## src/rtl/mem_selftest.sv

```systemverilog
`default_nettype none
// ============================================================================
//  Module      : mem_selftest
//  Description : Memory self-test sequencer. Writes a pattern over an
//                inclusive address range through a memCtrl request port,
//                reads the range back, and reports mismatches.
//  Revision    : 1.0 - initial release
// ============================================================================
module mem_selftest #(
    parameter int ADDR_W        = 24,
    parameter int DATA_W        = 8,
    parameter int WAIT_CYCLES   = 50000,
    parameter int STOP_ON_ERROR = 1
) (
    input  logic              clkSys,
    input  logic              reset,
    input  logic              i_start,
    input  logic [1:0]        i_mode,
    input  logic [DATA_W-1:0] i_pattern,
    input  logic [ADDR_W-1:0] i_firstAddr,
    input  logic [ADDR_W-1:0] i_lastAddr,
    output logic              o_cs,
    output logic              o_write,
    output logic [ADDR_W-1:0] o_address,
    output logic [DATA_W-1:0] o_dataToWrite,
    input  logic [DATA_W-1:0] i_dataRead,
    input  logic              i_busy,
    input  logic              i_dataReady,
    output logic              o_busy,
    output logic              o_done,
    output logic              o_fail,
    output logic [15:0]       o_errCount,
    output logic [ADDR_W-1:0] o_failAddr,
    output logic [DATA_W-1:0] o_failData
);

    // Counter wide enough to hold WAIT_CYCLES (also valid when it is 0).
    localparam int                c_CNT_W    = $clog2(WAIT_CYCLES + 2);
    localparam logic [c_CNT_W-1:0] c_WAIT    = c_CNT_W'(WAIT_CYCLES);
    localparam logic [ADDR_W-1:0] c_DW_A     = ADDR_W'(DATA_W);
    localparam logic [DATA_W-1:0] c_ONE      = {{(DATA_W-1){1'b0}}, 1'b1};
    localparam logic [15:0]       c_ERR_MAX  = 16'hFFFF;

    typedef enum logic [2:0] {
        S_IDLE    = 3'd0,
        S_DELAY   = 3'd1,
        S_WR_REQ  = 3'd2,
        S_WR_WAIT = 3'd3,
        S_RD_REQ  = 3'd4,
        S_RD_WAIT = 3'd5,
        S_CHECK   = 3'd6,
        S_DONE    = 3'd7
    } state_t;

    state_t              r_state;
    state_t              w_next_state;
    logic [1:0]          r_mode;
    logic [DATA_W-1:0]   r_pattern;
    logic [ADDR_W-1:0]   r_first;
    logic [ADDR_W-1:0]   r_last;
    logic [ADDR_W-1:0]   r_addr;
    logic [c_CNT_W-1:0]  r_delay;
    logic                r_after_req;   // cycle right after an o_cs pulse
    logic [DATA_W-1:0]   r_rdata;
    logic [15:0]         r_err;
    logic                r_fail;
    logic [ADDR_W-1:0]   r_fail_addr;
    logic [DATA_W-1:0]   r_fail_data;

    logic                w_start;
    logic                w_bad_range;
    logic                w_req;
    logic                w_at_last;
    logic                w_mismatch;
    logic [DATA_W-1:0]   w_expected;

    function automatic logic [DATA_W-1:0] f_pattern(
        input logic [1:0]        mode,
        input logic [DATA_W-1:0] pat,
        input logic [ADDR_W-1:0] addr
    );
        logic [DATA_W-1:0] v;
        case (mode)
            2'd0:    v = pat;
            2'd1:    v = addr[DATA_W-1:0];
            2'd2:    v = c_ONE << (addr % c_DW_A);
            default: v = ~addr[DATA_W-1:0];
        endcase
        return v;
    endfunction

    assign w_start     = i_start && ((r_state == S_IDLE) || (r_state == S_DONE));
    assign w_bad_range = (i_lastAddr < i_firstAddr);
    assign w_req       = ((r_state == S_WR_REQ) || (r_state == S_RD_REQ)) && !i_busy;
    assign w_at_last   = (r_addr == r_last);
    assign w_expected  = f_pattern(r_mode, r_pattern, r_addr);
    assign w_mismatch  = (r_rdata != w_expected);

    assign o_cs          = !w_req;
    assign o_write       = (r_state == S_WR_REQ);
    assign o_address     = r_addr;
    assign o_dataToWrite = (r_state == S_WR_REQ) ? w_expected : '0;
    assign o_busy        = (r_state != S_IDLE) && (r_state != S_DONE);
    assign o_done        = (r_state == S_DONE);
    assign o_fail        = r_fail;
    assign o_errCount    = r_err;
    assign o_failAddr    = r_fail_addr;
    assign o_failData    = r_fail_data;

    // State register.
    always_ff @(posedge clkSys or posedge reset) begin
        if (reset) r_state <= S_IDLE;
        else       r_state <= w_next_state;
    end

    // Next-state logic; addresses never wrap because the last address exits.
    always_comb begin
        w_next_state = r_state;
        case (r_state)
            S_IDLE, S_DONE: if (w_start) w_next_state = w_bad_range ? S_DONE : S_DELAY;
            S_DELAY:        if (r_delay == c_WAIT) w_next_state = S_WR_REQ;
            S_WR_REQ:       if (!i_busy) w_next_state = S_WR_WAIT;
            S_WR_WAIT:      if (!r_after_req && !i_busy)
                                w_next_state = w_at_last ? S_RD_REQ : S_WR_REQ;
            S_RD_REQ:       if (!i_busy) w_next_state = S_RD_WAIT;
            S_RD_WAIT:      if (i_dataReady && !i_busy) w_next_state = S_CHECK;
            S_CHECK:        if ((w_mismatch && (STOP_ON_ERROR != 0)) || w_at_last)
                                w_next_state = S_DONE;
                            else
                                w_next_state = S_RD_REQ;
            default:        w_next_state = S_IDLE;
        endcase
    end

    // Run configuration, address/delay counters and result registers.
    always_ff @(posedge clkSys or posedge reset) begin
        if (reset) begin
            r_mode      <= '0;
            r_pattern   <= '0;
            r_first     <= '0;
            r_last      <= '0;
            r_addr      <= '0;
            r_delay     <= '0;
            r_after_req <= 1'b0;
            r_rdata     <= '0;
            r_err       <= '0;
            r_fail      <= 1'b0;
            r_fail_addr <= '0;
            r_fail_data <= '0;
        end else begin
            r_after_req <= w_req;
            case (r_state)
                S_IDLE, S_DONE: begin
                    if (w_start) begin
                        r_mode      <= i_mode;
                        r_pattern   <= i_pattern;
                        r_first     <= i_firstAddr;
                        r_last      <= i_lastAddr;
                        r_addr      <= i_firstAddr;
                        r_delay     <= '0;
                        r_err       <= '0;
                        r_fail_data <= '0;
                        // An empty range is reported as a failure at its first address.
                        r_fail      <= w_bad_range;
                        r_fail_addr <= w_bad_range ? i_firstAddr : '0;
                    end
                end
                S_DELAY: begin
                    if (r_delay != c_WAIT) r_delay <= r_delay + 1'b1;
                end
                S_WR_WAIT: begin
                    if (!r_after_req && !i_busy)
                        r_addr <= w_at_last ? r_first : r_addr + 1'b1;
                end
                S_RD_WAIT: begin
                    if (i_dataReady && !i_busy) r_rdata <= i_dataRead;
                end
                S_CHECK: begin
                    if (w_mismatch) begin
                        if (r_err != c_ERR_MAX) r_err <= r_err + 16'd1;
                        if (r_err == '0) begin
                            r_fail_addr <= r_addr;
                            r_fail_data <= r_rdata;
                        end
                    end
                    if (w_next_state == S_DONE) r_fail <= (r_err != '0) || w_mismatch;
                    else                        r_addr <= r_addr + 1'b1;
                end
                default: ;
            endcase
        end
    end

endmodule
`default_nettype wire

```

## config.mk

```make
export PLATFORM = sky130hd
export DESIGN_NAME = mem_selftest
export DESIGN_NICKNAME = d
export VERILOG_FILES = /design/src/rtl/mem_selftest.sv
export SDC_FILE = /design/constraint.sdc
export NUM_CORES = 1
export LEC_CHECK = 0
export ABC_CLOCK_PERIOD_IN_PS = 4400
export BUFFER_PORTS_ARGS = -buffer_cell sky130_fd_sc_hd__clkbuf_2
export CAP_MARGIN = 20
export CORE_UTILIZATION = 45
export CTS_CLUSTER_SIZE = 30
export DETAILED_ROUTE_END_ITERATION = 10
export PLACE_DENSITY = 0.8
export SYNTH_ARGS = -nofsm -noshare
export SYNTH_HDL_FRONTEND = slang
export SYNTH_SLANG_ARGS = --single-unit
```

## constraint.sdc

```tcl
create_clock -name clkSys -period 4.4 [get_ports clkSys]
set_input_delay 0 -clock clkSys [delete_from_list [all_inputs] [get_ports clkSys]]
set_output_delay 0 -clock clkSys [all_outputs]
set_load 0.02 [all_outputs]
```

======== Yosys cells after proc, flatten, opt, wreduce, memory -nomap -nowiden ========
Cells that the tools add are included.
word-level totals
  register bits ........................... 159
  input bits .............................. 71
  output and inout port bits .............. 85
  logic and storage cells ................. 106
cells by class
  add/sub/neg operators ................... 3
  $lt $le $gt $ge ......................... 1
  equality and inequality tests ........... 24
  shift operators ......................... 1
  mux-type cells .......................... 35
  bitwise gates (word level) .............. 1
  reduce and logical (&&, ||, !) cells .... 28
operator list
  cell                                             count
  2-to-1 mux 24 bit                                8
  case mux 24 bit (3 select lines)                 1
  2-to-1 mux 16 bit                                4
  case mux 16 bit (2 select lines)                 2
  case mux 24 bit (2 select lines)                 1
  adder 16 x 1 -> 16 bit, second input constant    2
  2-to-1 mux 8 bit                                 4
  inequality test 16 bit, second input constant    2
  adder 24 x 1 -> 24 bit, second input constant    1
  equality test 24 bit                             1
  < comparator 24 bit                              1
  2-to-1 mux 3 bit                                 8
  case mux 8 bit (3 select lines)                  1
  case mux 3 bit (7 select lines)                  1
  equality test 16 bit, second input constant      1
  zero test 16 bit                                 1
  inequality test 2 bit, second input constant     8
  case mux 8 bit (2 select lines)                  1
  nonzero test 16 bit                              1
  equality test 3 bit, second input constant       5
  AND reduction 4 bit                              3
  inequality test 8 bit                            1
  NOT 8 bit                                        1
  << shifter 1 x 3 -> 8 bit, first input constant  1
  18 further kinds                                 33

======== Depth between registers and ports, before layout ========
Gate-level depths: netlist of the first run.
  word-level depth ........................ 9
  gate-level depth with buffers ........... 13
  depth with buffers taken out ............ 10

======== Worst setup path before layout of the first run ========
No wires, ideal clock.
  path kind ............................... reg-to-reg
  start point ............................. register r_addr[0] (netlist: o_address[0])
  end point ............................... register r_addr[22] (netlist: o_address[22])
  library setup time ...................... 0.126 ns
  arrival ................................. 2.668 ns
  required time ........................... 4.274 ns
  setup slack ............................. 1.607 ns
  stages on the path, launching flop included .. 12
  path buffers ............................ 2
  period minus slack after synthesis ...... 2.793 ns
  path through ............................ dfrtp_1 clkbuf_1 inv_1 ha_1 a311oi_1 nor3_1 nand4b_1 nor4_4 a31oi_2 buf_2 o21ai_1 o21ai_1
between the ends
  cells in the longest elaborated chain, start to end .. 9
  elaborated cells on any way between the ends .. 18
  classes of those cells .................. add/sub: 1; eq/ne: 4; shift: 1; mux: 9; bitwise: 1; reduce/logical: 2
RTL lines
  what                                                           RTL line  RTL
  start, declared                                                61        logic [ADDR_W-1:0] r_addr;
  start signal, assigned                                         159       r_addr <= i_firstAddr;
  start signal, assigned                                         173       r_addr <= w_at_last ? r_first : r_addr + 1'b1;
  start signal, assigned                                         187       else r_addr <= r_addr + 1'b1;
  << shifter 1 x 3 -> 8 bit / NOT 8 bit (equally long branches)  86, 87
  case mux 8 bit (3 select lines)                                83        case (mode)
  inequality test 8 bit                                          97        assign w_mismatch = (r_rdata != w_expected);
  logical OR 1 bit                                               127       S_CHECK: if ((w_mismatch && (STOP_ON_ERROR != 0)) || w_at_last)
  2-to-1 mux 2 bit                                               127
  case mux 3 bit (7 select lines)                                119       case (r_state)
  equality test 3 bit                                            186       if (w_next_state == S_DONE) r_fail <= (r_err != '0) || w_mismatch;
  inequality test 2 bit (no line)                                -
  AND reduction 4 bit (no line)                                  -
Parallel ways exist; a longest one is shown, timed or not. The select of a mux whose other input is x is not followed.
A chain may end at the register's enable or synchronous reset.

======== Worst setup path after layout of the first run ========
  start point ............................. register r_addr[0] (netlist: o_address[0])
  end point ............................... register r_addr[13] (netlist: o_address[13])
Same word-level chain as after synthesis.

==> impl_metrics.tcl, run 1 <==
set metrics [dict create \
    clkPwrFrac_pct 19.6 \
    grt_setup_unrepaired "false" \
    die_h_um 144 \
    fin_crit_sh_pct 72.7 \
    cp-end-kind "register" \
    hold_class "in2reg" \
    postCtsSetupRepairBufs 0 \
    yosysTopAreaCellShare_pct 44.1 \
    maxSlewHeadroom_pct 27.8 \
    async_flop_share_pct 100 \
    cts_buffers 17 \
    slowest_stage "dfrtp_1" \
    synth.avg_cell_area_um2 8.69 \
    layout.nets 1335 \
    antenna_found_initial 2 \
    syn-instance-count 1038 \
    grt_pass1_wl_um 43400 \
    cp_data_arrival_time_ns 3.53 \
    clockBufferDepth 2 \
    irDropWorstVdd_mv 0.354 \
    clk_latency_ns 0.44 \
    pwr-share-seq_pct 35.9 \
    root_buffer "clkbuf_16" \
    drt_iter0_drc 1029 \
    synthToLayoutAreaGrowth_pct 25.6 \
    portBuffers 155 \
    synth_edf_count 0 \
    power.switching_uw 3640 \
    drive_gt1_share_pct 17.8 \
    grt-ovfl-total 0 \
    switching_share_pct 46.5 \
    slew_violations 0 \
    cts_tree "built" \
    floorplan.initialDensity_pct 46.2 \
    outcome "complete, no violations" \
    drc 0 \
    cts.sinks 159 \
    combinationalPowerShare_pct 44.6 \
    vias 8756 \
    mostFrequentLayoutCell "nand2_1" \
    viasPerCell 5.79 \
    critPathMaxFanout 45 \
    finalSetupTns_ns 0 \
    finalCriticalPeriod_ns 3.20 \
    maxCapViolations 0 \
    track_usage_pct 27.4 \
    core-area_um2 19500 \
    grt_pass1_vias 8403 \
    grt_max_degree 95 \
    drt-wirelength-per-cell_um 18.0 \
    final-hold-violation-count 0 \
    dp_hpwl_um 18200 \
    syn_area_um2 9020 \
    critPathKind "reg2reg" \
    die_area_um2 20600 \
    synthTopCellsByArea "dfrtp_1, nand2_1, ha_1, nor2_1, a21oi_1" \
    wl_um 27200 \
    worst_slew_pin_slew_ns 1.08 \
    p_int_uw 4180 \
    p_per_area_nw_per_um2 690 \
    cp.required_ns 4.73 \
    synth.distinct_cells 64 \
    fmax_mhz 313 \
    synth_nets 1142 \
    gp_congestion 0.923 \
    yosys_most_used_dff "dfrtp_1" \
    clock-skew-final_ns 0.0125 \
    nFillCells 1652 \
    die_w_um 144 \
    mostFrequentLayoutCells "nand2_1, dfrtp_1, clkbuf_2" \
    clk_pin_slew_worst_paths_ns 0.07 \
    yosys_warnings 0 \
    crit_chain "ha_1 -> ha_1 -> nor2_1 -> a211oi_2 -> o21a_1 -> o211ai_1 -> nor4_4 -> buf_4 -> a31oi_4 -> buf_4 -> o21bai_1 -> a21o_1" \
    p_leak_uw 0.00535 \
    top_level_ports 156 \
    num_rows 51 \
    fin_hold_ws_ns 0.167 \
    ant_nets 0 \
    yosysTopAreaCell "dfrtp_1" \
    synth-seq-area-share_pct 44.1 \
    yosys_register_bits 159 \
    setup-violations-final 0 \
    worst_setup_path_start_kind "register" \
    h-tree-depth 4 \
    max_stage_delay_ns 0.59 \
    detail_route.first_pass.iterations 6 \
]
## cells by family (layout without fill, tap and decap cells)
kind of cell               after synthesis  in the layout  share of synthesized area, %
and+or+nand+nor                        413            413                          22.0
AOI/OAI and AO/OA                      259            259                          18.3
DFF                                    159            159                          44.1
buffers and inverters                  115            321                          5.19
xor gates and xnor gates                48             48                          4.66
adders and majority gates               33             33                          4.58
muxes                                   11             11                          1.22
other                                    0              3                             0
## worst paths after layout
path / startpoint / to / slack (ns) / cells after the start
max in group asynchronous: reset / r_last[3]$_DFFE_PP0P_ / 3.05 / 4
setup reg to reg: o_address[0]$_DFFE_PP0P_ / o_address[13]$_DFFE_PP0P_ / 1.20 / 12
hold reg to reg: r_pattern[4]$_DFFE_PP0P_ / r_pattern[4]$_DFFE_PP0P_ / 0.48 / 2
setup / recovery: o_address[0]$_DFFE_PP0P_ / o_address[13]$_DFFE_PP0P_ / 1.20 / 12
min in group asynchronous: reset / o_address[14]$_DFFE_PP0P_ / 0.29 / 3
hold / removal: i_dataReady / r_state[0]$_DFF_PP0_ / 0.17 / 6
## cells in the mapped netlist (6+ instances only)
library cell,instances
o211ai_1,6
mux2i_1,11
ha_1,33
a21oi_1,55
a22oi_1,28
xnor2_1,28
nor3b_1,9
nor2_1,82
and3_1,26
o21ai_1,44
a21o_1,8
clkbuf_1,42
xor2_1,20
nand3_1,30
a211oi_1,11
nor2b_1,12
dfrtp_1,159
inv_1,50
nor3_1,16
nand2b_1,7
nand4_1,16
nand2_1,171
a221oi_1,20
o21ai_0,52
nor4_1,10
and2_1,6
buf_2,14
## layer usage
layer	track usage, %	up-vias	wire length [um]
met5	0	-	0
met4	12.5	0	923
met1	37.5	4194	11200
met3	5.10	70	2380
met2	42.1	458	12700
li1	-	4034	-
## final cells by class
type	instances	area, um^2	area share [%]
tap	265	332	2.93
multi-input combinational	764	4650	41.0
clock buffer	18	429	3.79
clock inverter	14	171	1.51
sequential	159	3980	35.1
timing repair buffer	238	1570	13.9
antenna	3	7.51	0.0662
inverter	51	196	1.73
## critical path, delay by kind of cell (launching register included)
family	cells	cell delay, ns
simple gates	2	0.31
flops	1	0.59
fa+ha+maj	2	0.44
compound gates	6	1.13
buf+inv	2	0.60
## power groups by stage
stage | logic (uW) | clock network [uW] | registers (uW)
2_1_floorplan | 2350 | 0 | 2760
3_3_place_gp | 3270 | 0 | 2780
3_5_place_dp | 3360 | 0 | 2800
4_1_cts | 3430 | 1540 | 2780
5_1_grt | 3860 | 1600 | 2880
6_report | 3480 | 1530 | 2810
## sequential cells by signal (all words and copies together), names as in the netlist
| register | flops |
|---|---|
| r_last | 24 |
| r_state | 3 |
| o_fail | 1 |
| r_rdata | 8 |
| r_after_req | 1 |
| r_delay | 16 |
| o_address | 24 |
| r_first | 24 |
| o_failData | 8 |
| r_pattern | 8 |
| r_mode | 2 |
| o_errCount | 16 |
| o_failAddr | 24 |
## stage by stage
| stage | utilization, % | instances | instance area [um^2] | power (uW) | setup slack (ns) |
|---|---|---|---|---|---|
| 2_1_floorplan | - | 1038 | 9020 | 5110 | 0.108 |
| 3_3_place_gp | 51.4 | 1408 | 10000 | 6050 | 1.38 |
| 3_5_place_dp | 51.4 | 1408 | 10000 | 6160 | 1.29 |
| 4_1_cts | 58.0 | 1509 | 11300 | 7760 | 1.26 |
| 5_1_grt | 58.0 | 1511 | 11300 | 8330 | 1.00 |
| 6_report | 58.0 | 1512 | 11300 | 7820 | 1.20 |
## what timing repair did
action                                 in CTS  in global routing
resized for setup                           0                  0
endpoints found under the hold margin     198                  0
hold buffers                               69                  0
(Power assumes the default switching activity.)
==> run 2, diff against run 1 <==
ABC_CLOCK_PERIOD_IN_PS = 2600   (was 4400)
clock period = 2.6 ns   (was 4.4 ns; I/O delays follow)
==> run 2 against run 1 <==
  * The flow now finishes with violations (setup timing)
  * Final cell count rose by 5.0%
  * Critical path depth rose by 1
  * First-iteration DRC count rose by 11%
  * Clock skew fell by 0.0025 ns
  * Largest cell class unchanged
  * Highest routed layer is now met5
==> impl_metrics.tcl, run 2 (synthesis gave the netlist of run 1 again) <==
set metrics [dict create \
    outcome "finished, violations left" \
    failed_checks "setup timing" \
    root_buffer "clkbuf_16" \
    maxCapViolations 0 \
    top_level_ports 156 \
    p_per_area_nw_per_um2 1220 \
    fin_crit_sh_pct 112 \
    die_h_um 144 \
    cts_tree "built" \
    die_area_um2 20600 \
    drt_iter0_drc 1139 \
    critPathMaxFanout 6 \
    grt-ovfl-total 0 \
    grt_pass1_vias 8749 \
    portBuffers 155 \
    timing.critical_path.buf_inv 4 \
    fin_cells 1588 \
    p_leak_uw 0.00587 \
    dp_hpwl_um 19500 \
    fmax_mhz 344 \
    clockBufferDepth 2 \
    critPathKind "reg2reg" \
    synthToLayoutAreaGrowth_pct 40.4 \
    detail_route.first_pass.iterations 6 \
    r2r-start "o_address[1]$_DFFE_PP0P_" \
    reg2reg_slack_ns -0.30 \
    viasPerCell 6.06 \
    cp_data_arrival_time_ns 3.21 \
    cp.required_ns 2.91 \
    worstRegToRegCells 13 \
    crit_path_start "o_address[1]$_DFFE_PP0P_" \
    worst_setup_path_start_kind "register" \
    finalSetupTns_ns -16.30 \
    cp-end-kind "register" \
    hold_class "in2reg" \
    ant_nets 0 \
    clk_pin_slew_worst_paths_ns 0.06 \
    finalCriticalPeriod_ns 2.90 \
    drt-wirelength-per-cell_um 19.8 \
    dp.cells 1471 \
    die_w_um 144 \
    crit_chain "inv_4 -> ha_4 -> or3b_1 -> o211ai_1 -> and3_1 -> o22ai_2 -> nor4_4 -> buf_4 -> buf_12 -> a31oi_4 -> buf_6 -> o21ai_2 -> o21ai_1" \
    irDropWorstVdd_mv 0.719 \
    endpoint "o_address[8]$_DFFE_PP0P_" \
    grt_max_degree 160 \
    h-tree-depth 4 \
    slew_violations 0 \
    drive_gt1_share_pct 30.3 \
    drc 0 \
    wl_um 31500 \
    max_stage_delay_ns 0.48 \
    gp_congestion 0.930 \
    cts.sinks 159 \
    layout.nets 1414 \
    setup_slack_ns -0.304 \
    grt_setup_unrepaired "true" \
    clock-skew-final_ns 0.00995 \
    cts_buffers 17 \
    critPathTopFamily "simple AND/OR/NAND/NOR gates" \
    fin_hold_ws_ns 0.0886 \
    maxSlewHeadroom_pct 40.8 \
    vias 9621 \
    antenna_found_initial 2 \
    floorplan.initialDensity_pct 46.2 \
    grt_pass1_wl_um 46800 \
    num_rows 51 \
    worst_slew_pin_slew_ns 0.888 \
    final-hold-violation-count 0 \
    slowest_stage "dfrtp_2" \
    setup-violations-final 75 \
    cp.depth 13 \
    clk_latency_ns 0.43 \
    r2r_end "o_address[8]$_DFFE_PP0P_" \
    core-area_um2 19500 \
    mostFrequentLayoutCell "nand2_1" \
    track_usage_pct 29.6 \
    mostFrequentLayoutCells "nand2_1, dfrtp_1, clkbuf_2" \
]
run 2: per-layer routing:
layer / part of all wire, % / GRT usage, % / wire [um]
met1: 40 / 39.7 / 12400
met2: 46 / 45.5 / 14400
met3: 9.8 / 6.70 / 3100
met4: 4.8 / 13.8 / 1510
met5: 0.041 / 0 / 13
run 2: how the worst min path moves through the flow:
stage / start / to / cells past startpoint
floorplan: i_busy / r_after_req$_DFF_PP0_ / 1
global placement: i_pattern[3] / r_pattern[3]$_DFFE_PP0P_ / 3
detailed placement: i_pattern[7] / r_pattern[7]$_DFFE_PP0P_ / 3
CTS: i_dataReady / r_state[1]$_DFF_PP0_ / 5
global route: i_dataReady / r_state[1]$_DFF_PP0_ / 5
finish: i_dataReady / r_state[1]$_DFF_PP0_ / 5
run 2: layout make-up:
class,count,area (um^2)
well taps,265,332
fillers,1452,6860
inverters,51,200
diodes,3,7.51
clock buffers,19,443
flip-flops and latches,159,3980
repair buffers,314,2370
multi-input cells,767,5160
clock inverters,10,164
run 2: repair_timing:
item | in CTS | in global routing
hold buffers | 69 | 0
buffers inserted | 2 | 10
gates cloned | 4 | 3
endpoints found under the hold margin | 267 | 0
setup endpoints to repair | 73 | 86
resized for setup | 38 | 79
pin swaps | 20 | 17
run 2: power by group:
part	leakage (uW)	switching (uW)	total (uW)	internal [uW]
Clock	0.000283	1030	2640	1620
Combinational	0.00359	5150	8430	3280
Sequential	0.00200	952	4430	3480
Total	0.00587	7130	15500	8380
run 2: tightest hold or removal path: stages:
cell and delay, ns:
clkbuf_2 0.08, nand2b_1 0.14, nor4b_2 0.09, nor2_1 0.10, a21oi_1 0.07
run 2: stage by stage:
step	cell area, um^2	utilization, %	setup WS [ns]	power (uW)
CTS	12200	62.5	-0.105	14400
global placement	10700	55.0	-0.0637	11200
global route	12700	64.8	-0.365	16300
floorplan	9200	-	-0.0810	8950
detailed placement	10700	55.0	-0.119	11500
finish	12700	64.9	-0.304	15500
==> run 3, diff against run 2 <==
CORE_ASPECT_RATIO = 0.5   (was not set)
==> run 3 against run 2 <==
  * The flow still finishes with violations (setup timing)
  * Sequential share of layout area shrank 0.14 points
  * Register-to-register slack gained 0.11 ns
  * Non-clock buffer count grew 6
  * Sequential power is essentially flat
  * Clock skew grew 0.0046 ns
  * Hold slack gained 0.030 ns
  * Global-route usage shrank 1.6 points
  * Final cell count grew 0.31%
  * First-iteration DRC count shrank 22%
  * Core utilization grew 0.22 points
  * Highest routed layer is now met4
==> impl_metrics.tcl, run 3 (synthesis gave the netlist of run 1 again) <==
set metrics [dict create \
    drt_iter0_drc 891 \
    die_w_um 202 \
    fmax_mhz 358 \
    clock-skew-final_ns 0.0145 \
    slew_violations 0 \
    r2r-start "o_address[1]$_DFFE_PP0P_" \
    finalCriticalPeriod_ns 2.79 \
    max_stage_delay_ns 0.44 \
    cp-end-kind "register" \
    setup-violations-final 71 \
    cts_tree "built" \
    mostFrequentLayoutCell "nand2_1" \
    viasPerCell 5.95 \
    cts.sinks 159 \
    outcome "finished, violations left" \
    critPathTopFamily "compound AO/OA/AOI/OAI gates" \
    clk_pin_slew_worst_paths_ns 0.07 \
    antenna_found_initial 0 \
    failed_checks "setup timing" \
    final-hold-violation-count 0 \
    cp_data_arrival_time_ns 3.10 \
    irDropWorstVdd_mv 0.697 \
    grt-ovfl-total 0 \
    grt_max_degree 96 \
    setup_slack_ns -0.194 \
    die_h_um 102 \
    reg2reg_slack_ns -0.19 \
    worst_slew_pin_slew_ns 0.920 \
    vias 9484 \
    dp.cells 1466 \
    die_area_um2 20700 \
    core-area_um2 19500 \
    slowest_stage "dfrtp_2" \
    cts_buffers 17 \
    gp_congestion 0.910 \
    num_rows 36 \
    clockBufferDepth 2 \
    ant_nets 0 \
    clk_latency_ns 0.44 \
    wl_um 31100 \
    h-tree-depth 4 \
    fin_area_um2 12700 \
    layout.nets 1418 \
    maxCapViolations 0 \
    num_antenna_cells 0 \
    drt-wirelength-per-cell_um 19.5 \
    fin_cells 1593 \
    critPathKind "reg2reg" \
    synthToLayoutAreaGrowth_pct 41.0 \
    crit_chain "buf_4 -> ha_4 -> ha_2 -> nor2_2 -> a211oi_2 -> o21a_1 -> o211ai_1 -> nor4_4 -> buf_12 -> a2111oi_4 -> buf_6 -> a21o_1 -> a21oi_1" \
    fin_crit_sh_pct 107 \
    place_area_um2 10700 \
    p_per_area_nw_per_um2 1240 \
    hold_path_startpoint "i_dataReady" \
    floorplan.initialDensity_pct 46.2 \
    dp_hpwl_um 19100 \
    hold_class "in2reg" \
    p_leak_uw 0.00592 \
    final_util_pct 65.1 \
    track_usage_pct 28.1 \
    crit_path_start "o_address[1]$_DFFE_PP0P_" \
    cp.required_ns 2.90 \
    drive_gt1_share_pct 29.8 \
    drc 0 \
    grt_pass1_wl_um 45500 \
    grt_pass1_vias 8922 \
    timing.critical_path.buf_inv 3 \
    portBuffers 155 \
    grt_setup_unrepaired "true" \
    mostFrequentLayoutCells "nand2_1, dfrtp_1, clkbuf_2" \
    maxSlewHeadroom_pct 38.5 \
    worst_setup_path_start_kind "register" \
    top_level_ports 156 \
    detail_route.first_pass.iterations 7 \
    root_buffer "clkbuf_16" \
    critPathMaxFanout 8 \
]
==> run 3: cell count changes in the layout (fill, tap and decap cells not counted), sizes merged <==
cell	before	now
bufinv	4	3
or2	2	1
bufbuf	1	0
clkinv	1	5
buf	88	90
diode	3	0
a31oi	6	5
clkbuf	175	181
clkinvlp	5	4
==> run 3: worst reg2reg max path, cell delays in order (launching register included) <==
cell       delay, ns
dfrtp_2         0.44
buf_4           0.15
ha_4            0.16
ha_2            0.17
nor2_2          0.10
a211oi_2        0.06
o21a_1          0.20
o211ai_1        0.27
nor4_4          0.10
buf_12          0.16
a2111oi_4       0.44
buf_6           0.19
a21o_1          0.13
a21oi_1         0.07
==> run 3: final timing paths <==
kind                                         endpoint  cells past startpoint
hold reg to reg               r_first[19]$_DFFE_PP0P_                      2
min in group asynchronous       r_last[6]$_DFFE_PP0P_                      3
hold / removal                   r_state[1]$_DFF_PP0_                      5
setup / recovery           o_errCount[13]$_DFFE_PP0P_                     13
setup reg to reg           o_errCount[13]$_DFFE_PP0P_                     13
max in group asynchronous   o_failData[6]$_DFFE_PP0P_                      4
==> run 3: area by class of cell <==
| cell class | instances | area [um^2] |
|---|---|---|
| sequential | 159 | 3980 |
| fill | 1462 | 6830 |
| clock inverter | 12 | 161 |
| inverter | 51 | 200 |
| tap | 266 | 333 |
| timing repair buffer | 320 | 2510 |
| multi-input combinational | 765 | 5080 |
| clock buffer | 20 | 447 |
==> run 3: layer usage <==
metal,wire (um),GRT usage [%],up-vias
met2,14500,44.7,567
li1,-,-,4198
met5,0,0,-
met4,1290,13.4,0
met3,2610,5.13,133
met1,12700,37.5,4586
==> run 3: repair_timing <==
action | CTS | global route
pin swaps | 5 | 25
endpoints found under the setup margin | 72 | 81
gates resized for setup | 16 | 82
hold buffers | 69 | 0
gates cloned | 1 | 7
setup buffers | 4 | 16
endpoints found under the hold margin | 148 | 0
==> run 3: stage by stage <==
step	hold WS [ns]	setup slack (ns)	setup TNS [ns]	total power [uW]
floorplan	0.0924	-0.0810	-2.42	8950
global placement	0.192	-0.0172	-0.0637	11200
detailed placement	0.196	-0.124	-2.57	11400
CTS	0.0951	-0.0796	-1.52	14400
global route	0.113	-0.286	-13.40	16600
finish	0.119	-0.194	-6.56	15700
==> run 3: report_power, final <==
part | leakage [uW] | internal (uW) | switching [uW] | total [uW]
registers | 0.00200 | 3480 | 952 | 4430
clock network | 0.000287 | 1540 | 1090 | 2630
logic | 0.00364 | 3550 | 5120 | 8660
total | 0.00592 | 8570 | 7160 | 15700
